`src/rtl/fft_pkg.sv`:
```
// Shared FFT datapath definitions: sample width, Q8.8 unity and complex sample type.
// Used by the butterflies, the commutators and the twiddle ROM.
// No logic; types and constants only.
package fft_pkg;

    localparam int DATA_W = 16;

    localparam logic signed [DATA_W-1:0] ONE = 16'sd256;

    typedef struct packed {
        logic signed [DATA_W-1:0] re;
        logic signed [DATA_W-1:0] im;
    } cplx_t;

endpackage

```
`src/rtl/delay_line.sv`:
```
// Valid-gated shift register of DEPTH stages; q is d from DEPTH enables earlier.
// Latency: DEPTH enabled cycles; no combinational path from d to q.
// Backpressure: none, holds contents while en is low.
module delay_line #(
    parameter int DEPTH = 4,
    parameter int W     = 32
) (
    input  logic         clk,
    input  logic         rst,
    input  logic         en,
    input  logic [W-1:0] d,
    output logic [W-1:0] q
);

    logic [W-1:0] sr [DEPTH];

    always_ff @(posedge clk) begin
        if (rst) begin
            for (int i = 0; i < DEPTH; i++) begin
                sr[i] <= '0;
            end
        end else if (en) begin
            sr[0] <= d;
            for (int i = 1; i < DEPTH; i++) begin
                sr[i] <= sr[i-1];
            end
        end
    end

    assign q = sr[DEPTH-1];

endmodule

```
`src/rtl/r2mdc_commutator.sv`:
```
// R2MDC delay commutator: pairs samples DELAY apart from the x/y streams for the next butterfly.
// Latency: one clock after the in_valid edge that completes a pair; first DELAY inputs emit nothing.
// Backpressure: none; all state advances only on in_valid, gaps stall without data loss.
module r2mdc_commutator #(
    parameter int DATA_W = fft_pkg::DATA_W,
    parameter int DELAY  = 4,
    parameter int LOG2D  = (DELAY > 1) ? $clog2(DELAY) : 1
) (
    input  logic              clk,
    input  logic              rst,
    input  logic              in_valid,
    input  logic [DATA_W-1:0] in0_re,
    input  logic [DATA_W-1:0] in0_im,
    input  logic [DATA_W-1:0] in1_re,
    input  logic [DATA_W-1:0] in1_im,
    output logic              out_valid,
    output logic [DATA_W-1:0] out_a_re,
    output logic [DATA_W-1:0] out_a_im,
    output logic [DATA_W-1:0] out_b_re,
    output logic [DATA_W-1:0] out_b_im,
    output logic              out_src,
    output logic [LOG2D-1:0]  tw_idx
);

    localparam int CW = LOG2D + 1;
    localparam int SW = 2 * DATA_W;

    logic [CW-1:0]    cnt;
    logic             sel;
    logic             primed;
    logic [SW-1:0]    x_dat, y_dat, y_d, m0, m1, a_d;
    logic [LOG2D-1:0] tw_next;
    logic [SW-1:0]    a_q, b_q;

    assign x_dat = {in0_re, in0_im};
    assign y_dat = {in1_re, in1_im};

    // Second half of each 2D-sample frame routes delayed y to the A path.
    assign sel = (cnt >= CW'(DELAY));
    assign m0  = sel ? y_d : x_dat;
    assign m1  = sel ? x_dat : y_d;

    generate
        if (DELAY == 1) begin : g_tw_one
            assign tw_next = '0;
        end else begin : g_tw_cnt
            assign tw_next = cnt[LOG2D-1:0];
        end
    endgenerate

    delay_line #(.DEPTH(DELAY), .W(SW)) ydl (
        .clk (clk),
        .rst (rst),
        .en  (in_valid),
        .d   (y_dat),
        .q   (y_d)
    );

    delay_line #(.DEPTH(DELAY), .W(SW)) adl (
        .clk (clk),
        .rst (rst),
        .en  (in_valid),
        .d   (m0),
        .q   (a_d)
    );

    always_ff @(posedge clk) begin
        if (rst) begin
            cnt    <= '0;
            primed <= 1'b0;
        end else if (in_valid) begin
            if (cnt == CW'(2 * DELAY - 1)) begin
                cnt <= '0;
            end else begin
                cnt <= cnt + 1'b1;
            end
            if (cnt == CW'(DELAY - 1)) begin
                primed <= 1'b1;
            end
        end
    end

    // Data registers load on every valid input; out_valid alone qualifies them.
    always_ff @(posedge clk) begin
        if (rst) begin
            a_q       <= '0;
            b_q       <= '0;
            out_src   <= 1'b0;
            tw_idx    <= '0;
            out_valid <= 1'b0;
        end else begin
            out_valid <= in_valid & primed;
            if (in_valid) begin
                a_q     <= a_d;
                b_q     <= m1;
                out_src <= ~sel;
                tw_idx  <= tw_next;
            end
        end
    end

    assign out_a_re = a_q[SW-1:DATA_W];
    assign out_a_im = a_q[DATA_W-1:0];
    assign out_b_re = b_q[SW-1:DATA_W];
    assign out_b_im = b_q[DATA_W-1:0];

endmodule

```
`config.mk`:
```
export PLATFORM = sky130hd
export DESIGN_NAME = r2mdc_commutator
export DESIGN_NICKNAME = d
export VERILOG_FILES = /design/src/rtl/fft_pkg.sv /design/src/rtl/delay_line.sv /design/src/rtl/r2mdc_commutator.sv
export SDC_FILE = /design/constraint.sdc
export NUM_CORES = 1
export LEC_CHECK = 0
export CORE_ASPECT_RATIO = 1.2
export CORE_MARGIN = 4
export CORE_UTILIZATION = 57
export DETAILED_ROUTE_END_ITERATION = 7
export HOLD_SLACK_MARGIN = 0.1
export PLACE_DENSITY = 0.8
export SYNTH_ARGS = -nofsm -noshare
export SYNTH_HDL_FRONTEND = slang
export SYNTH_HIERARCHICAL = 1
export SYNTH_SLANG_ARGS = --single-unit
```
`constraint.sdc`:
```
create_clock -name clk -period 5.9 [get_ports clk]
set_input_delay 0.885 -clock clk [delete_from_list [all_inputs] [get_ports clk]]
set_output_delay 0.885 -clock clk [all_outputs]
set_load 0.02 [all_outputs]
```
Word level (Yosys, flattened, before mapping)
Memories as Yosys holds them, arrays and structs flattened. A register that Yosys moved wholly into a read port is not among the register bits.
Index checks and enable logic that the tools add are counted.
{"block": "word_totals", "elab_cells": 39, "memories": 2, "ramBits": 256, "out_inout_bits": 68, "regBits": 40, "in_bits": 67}
{"memory": "adl.sr", "words": 4, "width": 32, "read_ports": 4, "rd_ports_with_merged_regs": 1, "wr": 4, "line_no": "delay_line.sv:15", "rtl": "logic [W-1:0] sr [DEPTH];"}
{"memory": "ydl.sr", "words": 4, "width": 32, "read_ports": 4, "rd_ports_with_merged_regs": 0, "wr": 4, "line_no": "delay_line.sv:15"}
{"block": "classes", "add_sub_neg": 1, "n_eq_ne": 2, "reduce_logical": 1, "n_mux": 16, "magnitude_cmp": 1, "n_bitwise": 10}
{"cell": "32-bit 2-to-1 mux", "n": 10}
{"cell": "1-bit OR", "n": 8}
{"cell": "1-bit 2-to-1 mux", "n": 5}
{"cell": "3-bit by 1-bit adder with 3-bit output, second input constant", "n": 1}
{"cell": "3-bit by 2-bit equality test with 1-bit output, second input constant", "n": 1}
{"cell": "3-bit equality test, second input constant", "n": 1}
{"cell": "3-bit greater-or-equal comparator, second input constant", "n": 1}
{"cell": "3-bit 2-to-1 mux", "n": 1}
{"cell": "2-bit AND reduction", "n": 1}
{"cell": "1-bit AND", "n": 1}
{"cell": "1-bit NOT", "n": 1}

Logic depth before layout (Yosys ltp)
Gate-level depths: netlist (run 1).
{"block": "depth", "ltp_word": 4, "ltp_mapped": 7, "ltp_nobuf": 4}

By module
The synthesis (run 1) kept the hierarchy.
{"mod": "delay_line", "instances": 2, "seq_area_each_um2": 3843.7, "cells_each": 285, "area_each_um2": 5256.3}
{"mod": "r2mdc_commutator", "instances": 1, "seq_area_each_um2": 1441.4, "cells_each": 316, "area_each_um2": 3422.0}

Least setup slack after synthesis (run 1)
Ideal clock, no wire load.
{"block": "synth_timing", "path_kind": "input to register", "startpoint": "in rst", "endpoint": "mem adl.sr[0][0] (enable)", "stages": 3, "arrival_ps": 3952, "t_required_ps": 5404, "path_buffers": 2, "setup_ps": 496, "slack_ps": 1453, "path_cell_list": "buf_2 -> buf_6 -> or2_1"}
{"item": "start: declaration", "line_no": "r2mdc_commutator.sv:10", "rtl": "input logic rst,"}
{"item": "end: declaration", "line_no": "delay_line.sv:15"}

==> summary.md, run 1 <==
| Metric | Value |
|---|---|
| GR met2 Demand/Resource | 24.8% |
| Tot GR Track Use | 14.7% |
| Required @ worst endpoint | 6.10 ns |
| Max_slew headroom | 28.1% |
| Leakage | 7.04 nW |
| H-tree Lvls | 1 |
| Worst Hold Launch | primed |
| Reg clk slew, reported paths | 0.06 ns |
| Final Hold Viols | 0 |
| Layout area overhead | 14.5% |
| Post-cts sizing count | 0 |
| Hold path depth | 2 |
| Routed via count | 6858 |
| Clk_lat worst skew | 0.54 ns |
| Worst-path fanout max | 196 |
| Post-CTS Setup Bufs | 0 |
| R2r endpoint | adl/sr[0][2] |
| Max-cap violation count | 0 |
| Initial Util | 58.1% |
| RSZ-0062 raised after global routing | false |
| Slowest CP cell | or2_4 |
| Share of layout cells above drive strength 1 | 9.01% |
| PD cells | 314 nW/um^2 |
| Critical Path AT | 3.02 ns |
| First-pass GRT wire length | 32600 um |
| Initial antenna violation count | 2 |
| Dpl hpwl | 11300 um |
| R2R setup slack | 3.85 ns |
| # IOs | 135 |
| GRT Max-Usage Layer | met2 |
| Die area | 27000 um^2 |
| Highest Clock Rate | 354 MHz |
| Hold Path Class | reg -> reg |
| Num CTS Buffers | 31 |
| Worst setup endpoint | ydl/sr[3][4] |
| Tcrit/Tclk final | 47.8% |
| Die Y | 179 um |
| Nets | 1047 |
| WS Path Type | in -> reg |
| Final slew viol count | 0 |
| Power Total | 0.00501 W |
| Final WL | 20200 um |
| Critical Path Start Type | input pin |
| Cell Chain, Critical Path | buf_8, or2_4, buf_4 |
| DRT Pass-1 Iters | 6 |
| Largest net degree at the start of global routing | 198 |
| Post-Syn Instances | 886 |
| Synthesis Warnings | 6 |
| CTS Root Cell | clkbuf_16 |
| Routed vias/inst | 5.20 |
| Worst hold margin | 0.430 ns |
| R2R cell count | 3 |
| Post-CTS Hold Buffers | 0 |
| Peak supply drop | 0.231 mV |
| Met3 usage | 3.74% |
| Status | finished, final reports clean |
| Final Skew | 0.0108 ns |
| Port Buffers | 134 |
| Commonest cells after routing, fill and taps aside | and3b_1 (256), edfxtp_1 (256), clkdlybuf4s50_1 (132) |
| Seq/Total Area, Yosys | 65.5% |
| Synth cell types | 23 |
| Final setup fails | 0 |
| Antenna Violating Nets Remaining | 0 |
| Final routed DRC violation total | 0 |
| Final Wtd Congestion | 0.807 |
| Wirelength per Cell | 15.4 um |
| Mapped Avg Cell Area | 15.7 um^2 |
| Yosys reg bits | 328 |
| Setup crit start | in_valid |
| Post-Syn Area | 13900 um^2 |
| Row cnt | 62 |
| Ant. Diodes | 0 |
| Drt first-iter violations | 379 |
| CORE AREA | 24000 um^2 |
| CTS tree | yes |
| Setup TNS | 0 ns |
| Placement Setup Slack | 2.47 ns |
| Slowest stage delay, CP | 0.93 ns |
| Clock buffer depth | 3 |
| Final Critical Period | 2.82 ns |
| Final setup margin | 3.08 ns |
| Vias in the first global route | 6703 |
| Syn_nets | 957 |
| Worst r2r src | cnt[2] |
| Aggregate global routing overflow | 0 |
| TritonCTS Sinks | 328 |
| CP endpoint kind | flip-flop |
| Met1 usage | 18.2% |
| Tightest Pin Transition | 1.08 ns |
| Die Span X | 151 um |
[critical path, delay by kind of cell]
family	cells	cell delay (ns)
buffers and inverters	2	1.12
and+or+nand+nor	1	0.93
[how the worst min path moves through the flow]
stage               slack (ns)        end
CTS                       0.44  out_valid
finish                    0.43  out_valid
floorplan                 0.42  out_valid
global route              0.47  out_valid
detailed placement        0.43  out_valid
global placement          0.43  out_valid
[stage by stage]
| stage | util [%] | instance area (um^2) | instances |
|---|---|---|---|
| floorplan | - | 13900 | 886 |
| global placement | 62.4 | 15000 | 1263 |
| CTS | 66.6 | 16000 | 1319 |
| global route | 66.6 | 16000 | 1319 |
| detailed placement | 62.4 | 15000 | 1263 |
| finish | 66.6 | 16000 | 1319 |
[cell families after synthesis]
family | after synthesis | synth area share [%]
buffers and inverters | 87 | 5.87
AOI/OAI and AO/OA | 36 | 1.90
DFF | 328 | 65.5
muxes | 99 | 8.13
and+or+nand+nor | 332 | 18.2
adders and majority gates | 4 | 0.359
[report_power, final]
part / switching (W) / leakage (nW) / internal (W) / total, W
combinational: 0.000195 / 3.12 / 0.000196 / 0.000391
clock: 0.000778 / 0.500 / 0.00115 / 0.00193
sequential: 0.0000474 / 3.42 / 0.00264 / 0.00269
[synth_stat cells]
library cell | n | area (um^2)
dfxtp_1 | 72 | 1440
a211oi_1 | 34 | 255
ha_1 | 4 | 50.1
edfxtp_1 | 256 | 7690
buf_6 | 50 | 563
buf_4 | 4 | 30.0
buf_1 | 4 | 15.0
nand2b_1 | 1 | 6.26
or2_1 | 2 | 12.5
a21oi_1 | 2 | 10.0
clkbuf_1 | 5 | 18.8
nand2_1 | 1 | 3.75
mux2i_1 | 67 | 671
and3b_1 | 256 | 2240
mux2_4 | 27 | 405
buf_2 | 14 | 70.1
nor2_1 | 71 | 267
or3b_1 | 1 | 8.76
buf_12 | 3 | 60.1
clkbuf_2 | 1 | 5.00
mux2_2 | 5 | 56.3
buf_8 | 3 | 45.0
inv_1 | 3 | 11.3
[sequential cells by signal (all words and copies together), names as in the netlist]
| signal | count |
|---|---|
| b_q | 32 |
| primed | 1 |
| ydl/sr | 128 |
| tw_idx | 2 |
| cnt | 3 |
| adl/sr | 128 |
| out_valid | 1 |
| a_q | 32 |
| out_src | 1 |
[layer usage]
layer  vias up  wire (um)
met5         -         27
met4         4        680
met3        52       1140
met2       134       9820
met1      3175       8580
li1       3493          -
[cell type report]
| class | instances | area (um^2) |
|---|---|---|
| clock buffer | 44 | 875 |
| clock inverter | 12 | 133 |
| fill | 1664 | 8010 |
| inverter | 3 | 11.3 |
| multi-input combinational | 471 | 3990 |
| sequential | 328 | 9130 |
| tap | 320 | 400 |
| timing repair buffer | 141 | 1420 |
Note: power is estimated with default switching activity, not from simulation.
==> inputs of run 2 (changes only) <==
==> constraint.sdc (replaced) <==
create_clock -name clk -period 2.67 [get_ports clk]
set_input_delay 0.4005 -clock clk [delete_from_list [all_inputs] [get_ports clk]]
set_output_delay 0.4005 -clock clk [all_outputs]
set_load 0.02 [all_outputs]
==> run 2 against run 1 <==
Effect of this change: clock skew decreased by 0.0042 ns; core utilization increased by 0.12 points; first-iteration DRC count decreased by 23%; via count increased by 2.0%; die area unchanged; critical path depth decreased by 2; critical path type is now reg -> out; sequential share of layout area decreased by 0.10 points; combinational power increased by 120%; worst setup slack got worse by 2.4 ns; clock-buffer cell count decreased by 4.
==> summary.md, run 2 (synthesized netlist as in run 1, its figures left out) <==
| Metric | Value |
|---|---|
| Final Core Density | 66.7% |
| Nets | 1054 |
| Antenna Violating Nets Remaining | 0 |
| Aggregate global routing overflow | 0 |
| Post-CTS Setup Bufs | 0 |
| Commonest cells after routing, fill and taps aside | and3b_1 (256), edfxtp_1 (256), clkdlybuf4s50_1 (132) |
| H-tree Lvls | 1 |
| Switching share of total power | 21.3% |
| Comb power frac | 8.1% |
| Routed via count | 6994 |
| Cell Chain, Critical Path | clkdlybuf4s50_1 |
| Drt first-iter violations | 290 |
| R2R setup slack | 0.83 ns |
| Delay-heaviest family, CP | buffers and inverters |
| Die Y | 179 um |
| Final setup margin | 0.717 ns |
| Slowest CP cell | clkdlybuf4s50_1 |
| Leakage | 7.05 nW |
| Sw power | 0.00228 W |
| Max_slew headroom | 49.6% |
| CTS tree | yes |
| Critical Path Start Type | flip-flop |
| Die area | 27000 um^2 |
| Final setup fails | 0 |
| Num CTS Buffers | 31 |
| Routed vias/inst | 5.27 |
| Ant. Diodes | 0 |
| Largest regs | adl/sr (128), ydl/sr (128) |
| Clock buffer depth | 3 |
| Die Span X | 151 um |
| Final Hold Viols | 0 |
| Tightest Pin Transition | 0.756 ns |
| Final Wtd Congestion | 0.840 |
| Final WL | 20600 um |
| Slowest stage delay, CP | 0.63 ns |
| Power Total | 0.0107 W |
| P_int | 0.00844 W |
| Highest Clock Rate | 512 MHz |
| Clock Power Share | 36.3% |
| First-pass GRT wire length | 33500 um |
| Post-CTS Hold Buffers | 0 |
| Wirelength per Cell | 15.5 um |
| Clk_lat worst skew | 0.54 ns |
| Required @ worst endpoint | 2.27 ns |
| CP endpoint kind | output port |
| TritonCTS Sinks | 328 |
| Row cnt | 62 |
| Status | finished, final reports clean |
| Final Critical Period | 1.95 ns |
| Initial Util | 58.1% |
| Worst hold margin | 0.206 ns |
| Tcrit/Tclk final | 73.2% |
| Reg clk slew, reported paths | 0.06 ns |
| Flop pwr share | 55.6% |
| Initial antenna violation count | 1 |
| Post-cts sizing count | 0 |
| Peak supply drop | 0.541 mV |
| RSZ-0062 raised after global routing | false |
| Final slew viol count | 0 |
| CP Buf/Inv Count | 1 |
| Worst-path fanout max | 2 |
| Tot GR Track Use | 15.1% |
| Dpl hpwl | 12000 um |
| Layout area overhead | 14.7% |
| Critical Path AT | 1.55 ns |
| Hold Path Class | in -> reg |
| WS Path Type | reg -> out |
| Port Buffers | 134 |
| # IOs | 135 |
| Vias in the first global route | 6785 |
| CTS Root Cell | clkbuf_16 |
| Share of layout cells above drive strength 1 | 9.24% |
| Placement Setup Slack | 0.829 ns |
| Largest net degree at the start of global routing | 206 |
| DRT Pass-1 Iters | 4 |
| Final routed DRC violation total | 0 |
| PD cells | 670 nW/um^2 |
| CORE AREA | 24000 um^2 |
| Final Skew | 0.00662 ns |
| Max-cap violation count | 0 |
| Setup TNS | 0 ns |
## run 2: cell count changes in the layout (fill, tap and decap cells not counted)
cell and delta:
bufinv_16 -3, clkinv_2 +3, clkinv_1 +5, clkbuf_8 -4, buf_12 +7
## run 2: cell type report
cell class,count,area [um^2]
multi-input combinational,471,3990
clock inverter,17,76.3
clock buffer,40,820
inverter,3,11.3
fill,1697,7980
timing repair buffer,148,1560
sequential,328,9130
tap,320,400
## run 2: power groups by stage
stage,Clock [W],Sequential [W],Combinational (W)
after global routing,0.00421,0.00599,0.000948
after detailed placement,0,0.00607,0.000879
final,0.00389,0.00596,0.000868
after floorplan,0,0.00609,0.000580
after CTS,0.00399,0.00596,0.000882
after global placement,0,0.00605,0.000856
## run 2: metal layers
metal	global-route usage, %	vias up	share of wire (%)
met3	3.49	42	6.0
li1	-	3500	-
met2	25.2	150	49
met4	4.99	2	2.8
met1	19.6	3300	42
met5	0	-	0.049
## run 2: per-stage QoR
step | std cells | instance area [um^2]
6_report | 1327 | 16000
5_1_grt | 1327 | 16000
2_1_floorplan | 886 | 13900
3_5_place_dp | 1270 | 15100
3_3_place_gp | 1270 | 15100
4_1_cts | 1327 | 16000
## run 2: path summary, 6_finish.rpt
path,startpoint,endpoint,cells past startpoint
setup / recovery,b_q[18],out_b_re[2],1
hold / removal,in_valid,out_src,2
setup reg to reg,cnt[2],adl/sr[0][25],3
hold reg to reg,primed,out_valid,2
